File: config.mk
export PLATFORM = sky130hd
export DESIGN_NAME = mod_addsub_pipe
export DESIGN_NICKNAME = d
export VERILOG_FILES = /design/src/rtl/mod_addsub_pipe.sv
export SDC_FILE = /design/constraint.sdc
export NUM_CORES = 1
export LEC_CHECK = 0
export BUFFER_PORTS_ARGS = -buffer_cell sky130_fd_sc_hd__buf_2
export CORE_ASPECT_RATIO = 0.75
export CORE_MARGIN = 3
export CORE_UTILIZATION = 49
export CTS_CLUSTER_SIZE = 25
export DETAILED_ROUTE_END_ITERATION = 16
export PLACE_DENSITY = 0.72
export SLEW_MARGIN = 5
export SYNTH_ARGS = -nofsm -noshare
export SYNTH_HDL_FRONTEND = slang
export SYNTH_SLANG_ARGS = --single-unit
File: constraint.sdc
create_clock -name clk -period 6.1 [get_ports clk]
set_input_delay 0.61 -clock clk [delete_from_list [all_inputs] [get_ports clk]]
set_output_delay 0.61 -clock clk [all_outputs]
set_load 0.1 [all_outputs]
File: src/rtl/mod_addsub_pipe.sv
// Elastic modular add/sub unit: dual-lane 12b mod KQ or single 24b mod DQ.
// Raw add/sub plus trial correction, then a select stage, with valid/ready flow control.
module mod_addsub_pipe #(
  parameter int KQ     = 3329,
  parameter int DQ     = 8380417,
  parameter int STAGES = 2,
  parameter int TAG_W  = 8
) (
  input  logic             clk,
  input  logic             rst,
  input  logic             in_valid,
  output logic             in_ready,
  input  logic             in_mode,
  input  logic [1:0]       in_op,
  input  logic [23:0]      in_a,
  input  logic [23:0]      in_b,
  input  logic [TAG_W-1:0] in_tag,
  output logic             out_valid,
  input  logic             out_ready,
  output logic [23:0]      out_sum,
  output logic [TAG_W-1:0] out_tag,
  output logic             out_err
);

  localparam logic [11:0] KQ12 = KQ[11:0];
  localparam logic [23:0] DQ24 = DQ[23:0];

  typedef struct packed {
    logic        f;   // carry (add) or borrow (sub)
    logic [11:0] r;   // raw lane result
    logic        tb;  // borrow of the trial subtraction
    logic [11:0] t;   // trial: r-q for add, r+q for sub
  } lane12_t;

  typedef struct packed {
    logic        f;
    logic [23:0] r;
    logic        tb;
    logic [23:0] t;
  } lane24_t;

  typedef struct packed {
    logic             mode;
    logic [1:0]       op;
    logic [23:0]      raw;
    logic [1:0]       flag;
    logic [23:0]      trial;
    logic [1:0]       tborrow;
    logic             err;
    logic [TAG_W-1:0] tag;
  } stage_t;

  function automatic lane12_t lane12(input logic [11:0] a, input logic [11:0] b,
                                     input logic sub);
    lane12_t    res;
    logic [12:0] raw;
    logic [12:0] trial;
    raw   = sub ? ({1'b0, a} - {1'b0, b}) : ({1'b0, a} + {1'b0, b});
    trial = sub ? ({1'b0, raw[11:0]} + {1'b0, KQ12}) : ({1'b0, raw[11:0]} - {1'b0, KQ12});
    res.f  = raw[12];
    res.r  = raw[11:0];
    res.tb = trial[12];
    res.t  = trial[11:0];
    return res;
  endfunction

  function automatic lane24_t lane24(input logic [23:0] a, input logic [23:0] b,
                                     input logic sub);
    lane24_t    res;
    logic [24:0] raw;
    logic [24:0] trial;
    raw   = sub ? ({1'b0, a} - {1'b0, b}) : ({1'b0, a} + {1'b0, b});
    trial = sub ? ({1'b0, raw[23:0]} + {1'b0, DQ24}) : ({1'b0, raw[23:0]} - {1'b0, DQ24});
    res.f  = raw[24];
    res.r  = raw[23:0];
    res.tb = trial[24];
    res.t  = trial[23:0];
    return res;
  endfunction

  // Single conditional correction: add takes the trial when it overflowed or s >= q,
  // sub takes the trial (d + q) only when the raw difference borrowed.
  function automatic logic [23:0] finish(input stage_t st);
    logic [1:0]  pick;
    logic [23:0] res;
    for (int i = 0; i < 2; i++) begin
      pick[i] = st.op[i] ? st.flag[i] : (st.flag[i] || !st.tborrow[i]);
    end
    if (st.mode) begin
      res = pick[0] ? st.trial : st.raw;
    end else begin
      res = {pick[1] ? st.trial[23:12] : st.raw[23:12],
             pick[0] ? st.trial[11:0]  : st.raw[11:0]};
    end
    return res;
  endfunction

  lane12_t lo_lane;
  lane12_t hi_lane;
  lane24_t wide_lane;
  stage_t  s1_next;
  stage_t  fin;
  logic    fin_valid;
  logic    out_adv;

  assign lo_lane   = lane12(in_a[11:0],  in_b[11:0],  in_op[0]);
  assign hi_lane   = lane12(in_a[23:12], in_b[23:12], in_op[1]);
  assign wide_lane = lane24(in_a, in_b, in_op[0]);
  assign out_adv   = !out_valid || out_ready;

  always_comb begin
    s1_next      = '0;
    s1_next.mode = in_mode;
    s1_next.op   = in_op;
    s1_next.tag  = in_tag;
    if (in_mode) begin
      s1_next.raw     = wide_lane.r;
      s1_next.flag    = {1'b0, wide_lane.f};
      s1_next.trial   = wide_lane.t;
      s1_next.tborrow = {1'b0, wide_lane.tb};
      s1_next.err     = (in_a >= DQ24) || (in_b >= DQ24);
    end else begin
      s1_next.raw     = {hi_lane.r, lo_lane.r};
      s1_next.flag    = {hi_lane.f, lo_lane.f};
      s1_next.trial   = {hi_lane.t, lo_lane.t};
      s1_next.tborrow = {hi_lane.tb, lo_lane.tb};
      s1_next.err     = (in_a[11:0] >= KQ12) || (in_a[23:12] >= KQ12) ||
                        (in_b[11:0] >= KQ12) || (in_b[23:12] >= KQ12);
    end
  end

  generate
    if (STAGES == 2) begin : g_two
      stage_t s1_q;
      logic   s1_valid;

      // Stage 1 may refill whenever it is empty or its content moves on this cycle.
      assign in_ready  = !s1_valid || out_adv;
      assign fin       = s1_q;
      assign fin_valid = s1_valid;

      // NOTE: sequential state uses non-blocking assignments so every register samples
      // pre-edge values; the datapath payload is left unreset because only valid gates it.
      always_ff @(posedge clk) begin
        if (rst) begin
          s1_valid <= 1'b0;
        end else if (in_ready) begin
          s1_valid <= in_valid;
          if (in_valid) s1_q <= s1_next;
        end
      end
    end else begin : g_one
      assign in_ready  = out_adv;
      assign fin       = s1_next;
      assign fin_valid = in_valid;
    end
  endgenerate

  always_ff @(posedge clk) begin
    if (rst) begin
      out_valid <= 1'b0;
      out_sum   <= '0;
      out_tag   <= '0;
      out_err   <= 1'b0;
    end else if (out_adv) begin
      out_valid <= fin_valid;
      if (fin_valid) begin
        out_sum <= finish(fin);
        out_tag <= fin.tag;
        out_err <= fin.err;
      end
    end
  end

endmodule
After elaboration in Yosys (flattened, before gate mapping)
Index checks and enable logic that the tools add are counted.
- register bits: 99
- bits of input ports: 63
- output and inout port bits: 35
- logic and storage cells: 61
- add/subtract/negate cells: 12
- order comparisons: 6
- multiplexer cells: 13
- bitwise operators: 1
- reductions and logical operators: 14
- operators with widths (cell ; count):
    2-to-1 mux 53 bit ; 1
    2-to-1 mux 13 bit ; 4
    2-to-1 mux 25 bit ; 2
    greater-or-equal comparator 12 bit (second input constant) ; 4
    greater-or-equal comparator 24 x 23 -> 1 bit (second input constant) ; 2
    2-to-1 mux 24 bit ; 2
    adder 12 x 12 -> 13 bit ; 2
    adder 12 x 12 -> 13 bit (second input constant) ; 2
    subtractor 12 x 12 -> 13 bit ; 2
    subtractor 12 x 12 -> 13 bit (second input constant) ; 2
    adder 24 x 23 -> 25 bit (second input constant) ; 1
    adder 24 x 24 -> 25 bit ; 1
    subtractor 24 x 23 -> 25 bit (second input constant) ; 1
    subtractor 24 x 24 -> 25 bit ; 1
    2-to-1 mux 12 bit ; 2
    logical OR 1 bit ; 8
    zero test 1 bit ; 4
    AND reduction 3 bit ; 1
    2-to-1 mux 1 bit ; 2
    AND reduction 2 bit ; 1
    NOT 1 bit ; 1

Depth between registers and ports, before layout
- depth in word-level cells: 5
- gate-level depth with buffers: 23
- mapped depth without buffers: 21

Least setup slack after synthesis
Ideal clock, no wire load.
- path type: input to register
- start: input in_op[0]
- end: register g_two.s1_q (netlist bit fin[27]) (data pin)
- setup time: 0.266 ns
- arrival: 4.522 ns
- setup slack: 1.312 ns
- stages on the path: 21
- buffers on the path: 3
- cell sequence: clkbuf_1 clkbuf_1 nor2_1 xnor2_1 ha_1 buf_6 a21o_1 a21oi_1 a21boi_2 a21o_2 a21o_1 a21oi_1 xnor2_1 ha_1 and4bb_2 nor2b_1 a311oi_2 o21ai_0 a21oi_1 xor2_1 o21ai_1
- RTL lines (item ; RTL line ; text):
    from (decl) ; 14 ; input logic [1:0] in_op,
    to (signal assigned) ; 149 ; if (in_valid) s1_q <= s1_next;
    to (decl) ; 134 ; stage_t s1_q;

==> flow_summary.ini <==
[run_status]
status = finished, final reports clean

[clock_tree]
cts_tree = done
clock_sink_count = 99
clockBufferDepth = 2
postCtsHoldBufs = 0
cts_root_buf = clkbuf_16
clk_latency_ps = 330
cts_made_buffers = 9
cts_setup_buffers = 0
clkTransAtPathRegs_ps = 60
h-tree-depth = 3
cts-resized-gates = 0

[routing]
vias_per_cell = 5.81
via_count = 7142
routed_wl_mm = 21.4
drt_iter0_drc = 572
firstDrtPassIters = 5
drtAntennaViolNets = 0
drc = 0
wl_per_cell_um = 17.4

[sta]
timing.final.ws_setup_ps = 797
worst_pin_slew_ps = 1140
rsz0062_at_grt = no
clock_skew_ps = 4.86
setup_violations = 0
relSlewSlack_pct = 24.0
fmax_mhz = 189
fin_crit_sh_pct = 86.9
hold_viol_final = 0
maxSlewViolCount = 0
post-route-min-period_ps = 5300
fin_tns_setup_ps = 0

[synth]
ys_types = 70
synth_seq_area_share_pct = 30.9
synth_nets = 1093
synth_top_area_share_pct = 22.7
syn_area_um2 = 8480
synth-seq-cells = 99
syn_area_per_cell_um2 = 8.98
synth_top_cells_by_area = edfxtp_1 (23%), ha_1 (12%), dfxtp_1 (8.3%)
yosys_most_used_dff = edfxtp_1
postSynth.asyncResetShare_pct = 0
yosys.area.top_type = edfxtp_1
syn_inst = 945
yosys_warnings = 0
synth_edf_count = 64

[layout]
nets = 1163
n_antenna_cell = 0
stdcell_count = 1230
drive_gt1_share_pct = 14.8
final_common_cell = buf_2
final_cell_mix = buf_2 (97), nor2_1 (95), a21oi_1 (88), ha_1 (81), xnor2_1 (80)
syn_to_final_growth_pct = 10.6

[placed_design]
dpl_worst_slack_ps = 556
portBuffers = 97
dp_cells = 1214
place_congestion = 0.971
dp_hpwl_mm = 17.3

[setup_path]
reg2reg_to = out_sum[16]$_SDFFE_PP0P_
path_max_fanout = 8
cp_slowest_stage_delay_ps = 550
required_ps = 6150
start_kind = input pin
worstSetupPathType = in -> reg
r2r_start = out_valid$_SDFFE_PP0N_
worst_path_max_delay_cell = nor4_1
crit_arrival_ps = 5350
crit_path_cell_trace = buf_2 > nor4_1 > and2_1 > nand4_1 > nor2_1 > nor2_1 > xnor2_1 > ha_1 > and2_1 > and3_1 > o21ai_0 > nand3_1 > xor2_1 > ha_1 > nand3_1 > nor2_1 > a221o_1 > a21o_1 > a31o_2 > xnor2_1 > o21ai_0
worstRegToRegCells = 4
crit_top_cell = nor2_1
rrSetupSlack_ps = 4230
end_kind = flip-flop

[worst_hold_path]
hold_class = reg -> reg
hp-start = out_err$_SDFFE_PP0P_
whs_path_depth = 2
min_to = out_err$_SDFFE_PP0P_

[floorplan]
rows = 40
initial_utilization_pct = 51.5
die-area_um2 = 18900
core_um2 = 16500
chipHeight_um = 120
die_width_um = 158
design.portCount = 98

[job]
timing.max_cap.violations = 0

[power]
vdd_drop_max_mv = 0.162
leakage_uw = 0.00390
power.density_nw_per_um2 = 320

[grt]
antenna_found_initial = 0
grt_pass1_vias = 6486
grt_usage_pct = 22.5
grt-ovfl-total = 0
grt_max_degree = 65
grt_pass1_wl_mm = 34.2
[state kept, by name, indices dropped and copies added (netlist names)]
signal,count
fin_valid,1
out_tag,8
fin,64
out_err,1
out_valid,1
out_sum,24
[worst max path at each step]
stage,endpoint,startpoint,slack [ps],cells past startpoint
after floorplan,fin[27]$_DFFE_PP_,in_op[0],1310,21
after global placement,fin[27]$_DFFE_PP_,in_b[1],620,21
after detailed placement,fin[27]$_DFFE_PP_,in_b[0],560,21
after CTS,fin[27]$_DFFE_PP_,in_b[0],900,21
after global routing,fin[33]$_DFFE_PP_,in_b[0],400,21
final,fin[30]$_DFFE_PP_,in_b[6],800,21
[stage by stage]
stage / utilization, % / cell area, um2 / hold WS [ps] / total power [uW]
2_1_floorplan: - / 8480 / 471 / 2100
3_3_place_gp: 55.3 / 9110 / 439 / 2480
3_5_place_dp: 55.3 / 9110 / 445 / 2480
4_1_cts: 57.0 / 9380 / 442 / 2990
5_1_grt: 57.0 / 9380 / 444 / 3220
6_report: 57.0 / 9380 / 450 / 3000
[report_power, final]
| part | internal [uW] | switching [uW] | total, uW |
|---|---|---|---|
| clock | 278 | 230 | 507 |
| combinational | 630 | 1000 | 1630 |
| sequential | 840 | 21.9 | 862 |
| total | 1750 | 1260 | 3000 |
[metal layers]
| layer | routed length, um | share of wire (%) | vias up | global-route usage [%] |
|---|---|---|---|---|
| met3 | 2040 | 9.5 | 14 | 4.90 |
| met5 | 0 | 0 | - | 0 |
| met2 | 8170 | 38 | 281 | 30.7 |
| li1 | - | - | 3622 | - |
| met1 | 11100 | 52 | 3225 | 36.3 |
| met4 | 140 | 0.65 | 0 | 3.92 |
[cell type report]
type	instances	area, um2
fillers	1494	7090
multi-input cells	774	5580
flip-flops and latches	99	2620
repair buffers	105	546
well taps	210	263
clock buffers	11	233
inverters	26	97.6
clock inverters	5	40.0
[cell usage after synthesis (4+ instances only)]
master,number
xnor2_1,80
nor3b_1,5
or4_1,5
a21o_1,28
a211oi_1,33
a31oi_1,13
and2_1,8
dfxtp_1,35
nor2_1,95
a21oi_1,88
nand2_1,57
clkbuf_1,35
o21a_1,17
buf_2,7
o2111ai_1,4
nand2b_1,10
o21ai_0,36
o211ai_1,6
nor3_1,12
nor4_1,11
fa_1,4
nand4_1,8
nor2b_1,14
xor2_1,23
edfxtp_1,64
inv_1,26
and3_1,9
mux2i_1,32
o21bai_1,7
nand3_1,18
a21boi_0,4
mux2_2,14
ha_1,81
[cell families (layout without fill, tap and decap cells)]
family          after synthesis  count (layout)  synth area share, %
flops                        99              99                 30.9
mux                          46              46                 5.63
simple gates                266             266                 15.2
fa+ha+maj                    85              85                 12.9
buf+inv                      72             147                 3.44
compound gates              274             274                 21.3
xor+xnor                    103             103                 10.6
[worst max-delay path, delay by kind of cell]
family          cells  cell delay [ps]
simple gates       10             2090
compound gates      5             1050
fa+ha+maj           2              770
xor+xnor            3              720
buf+inv             1              120
Power figures use the tool's default switching activity.
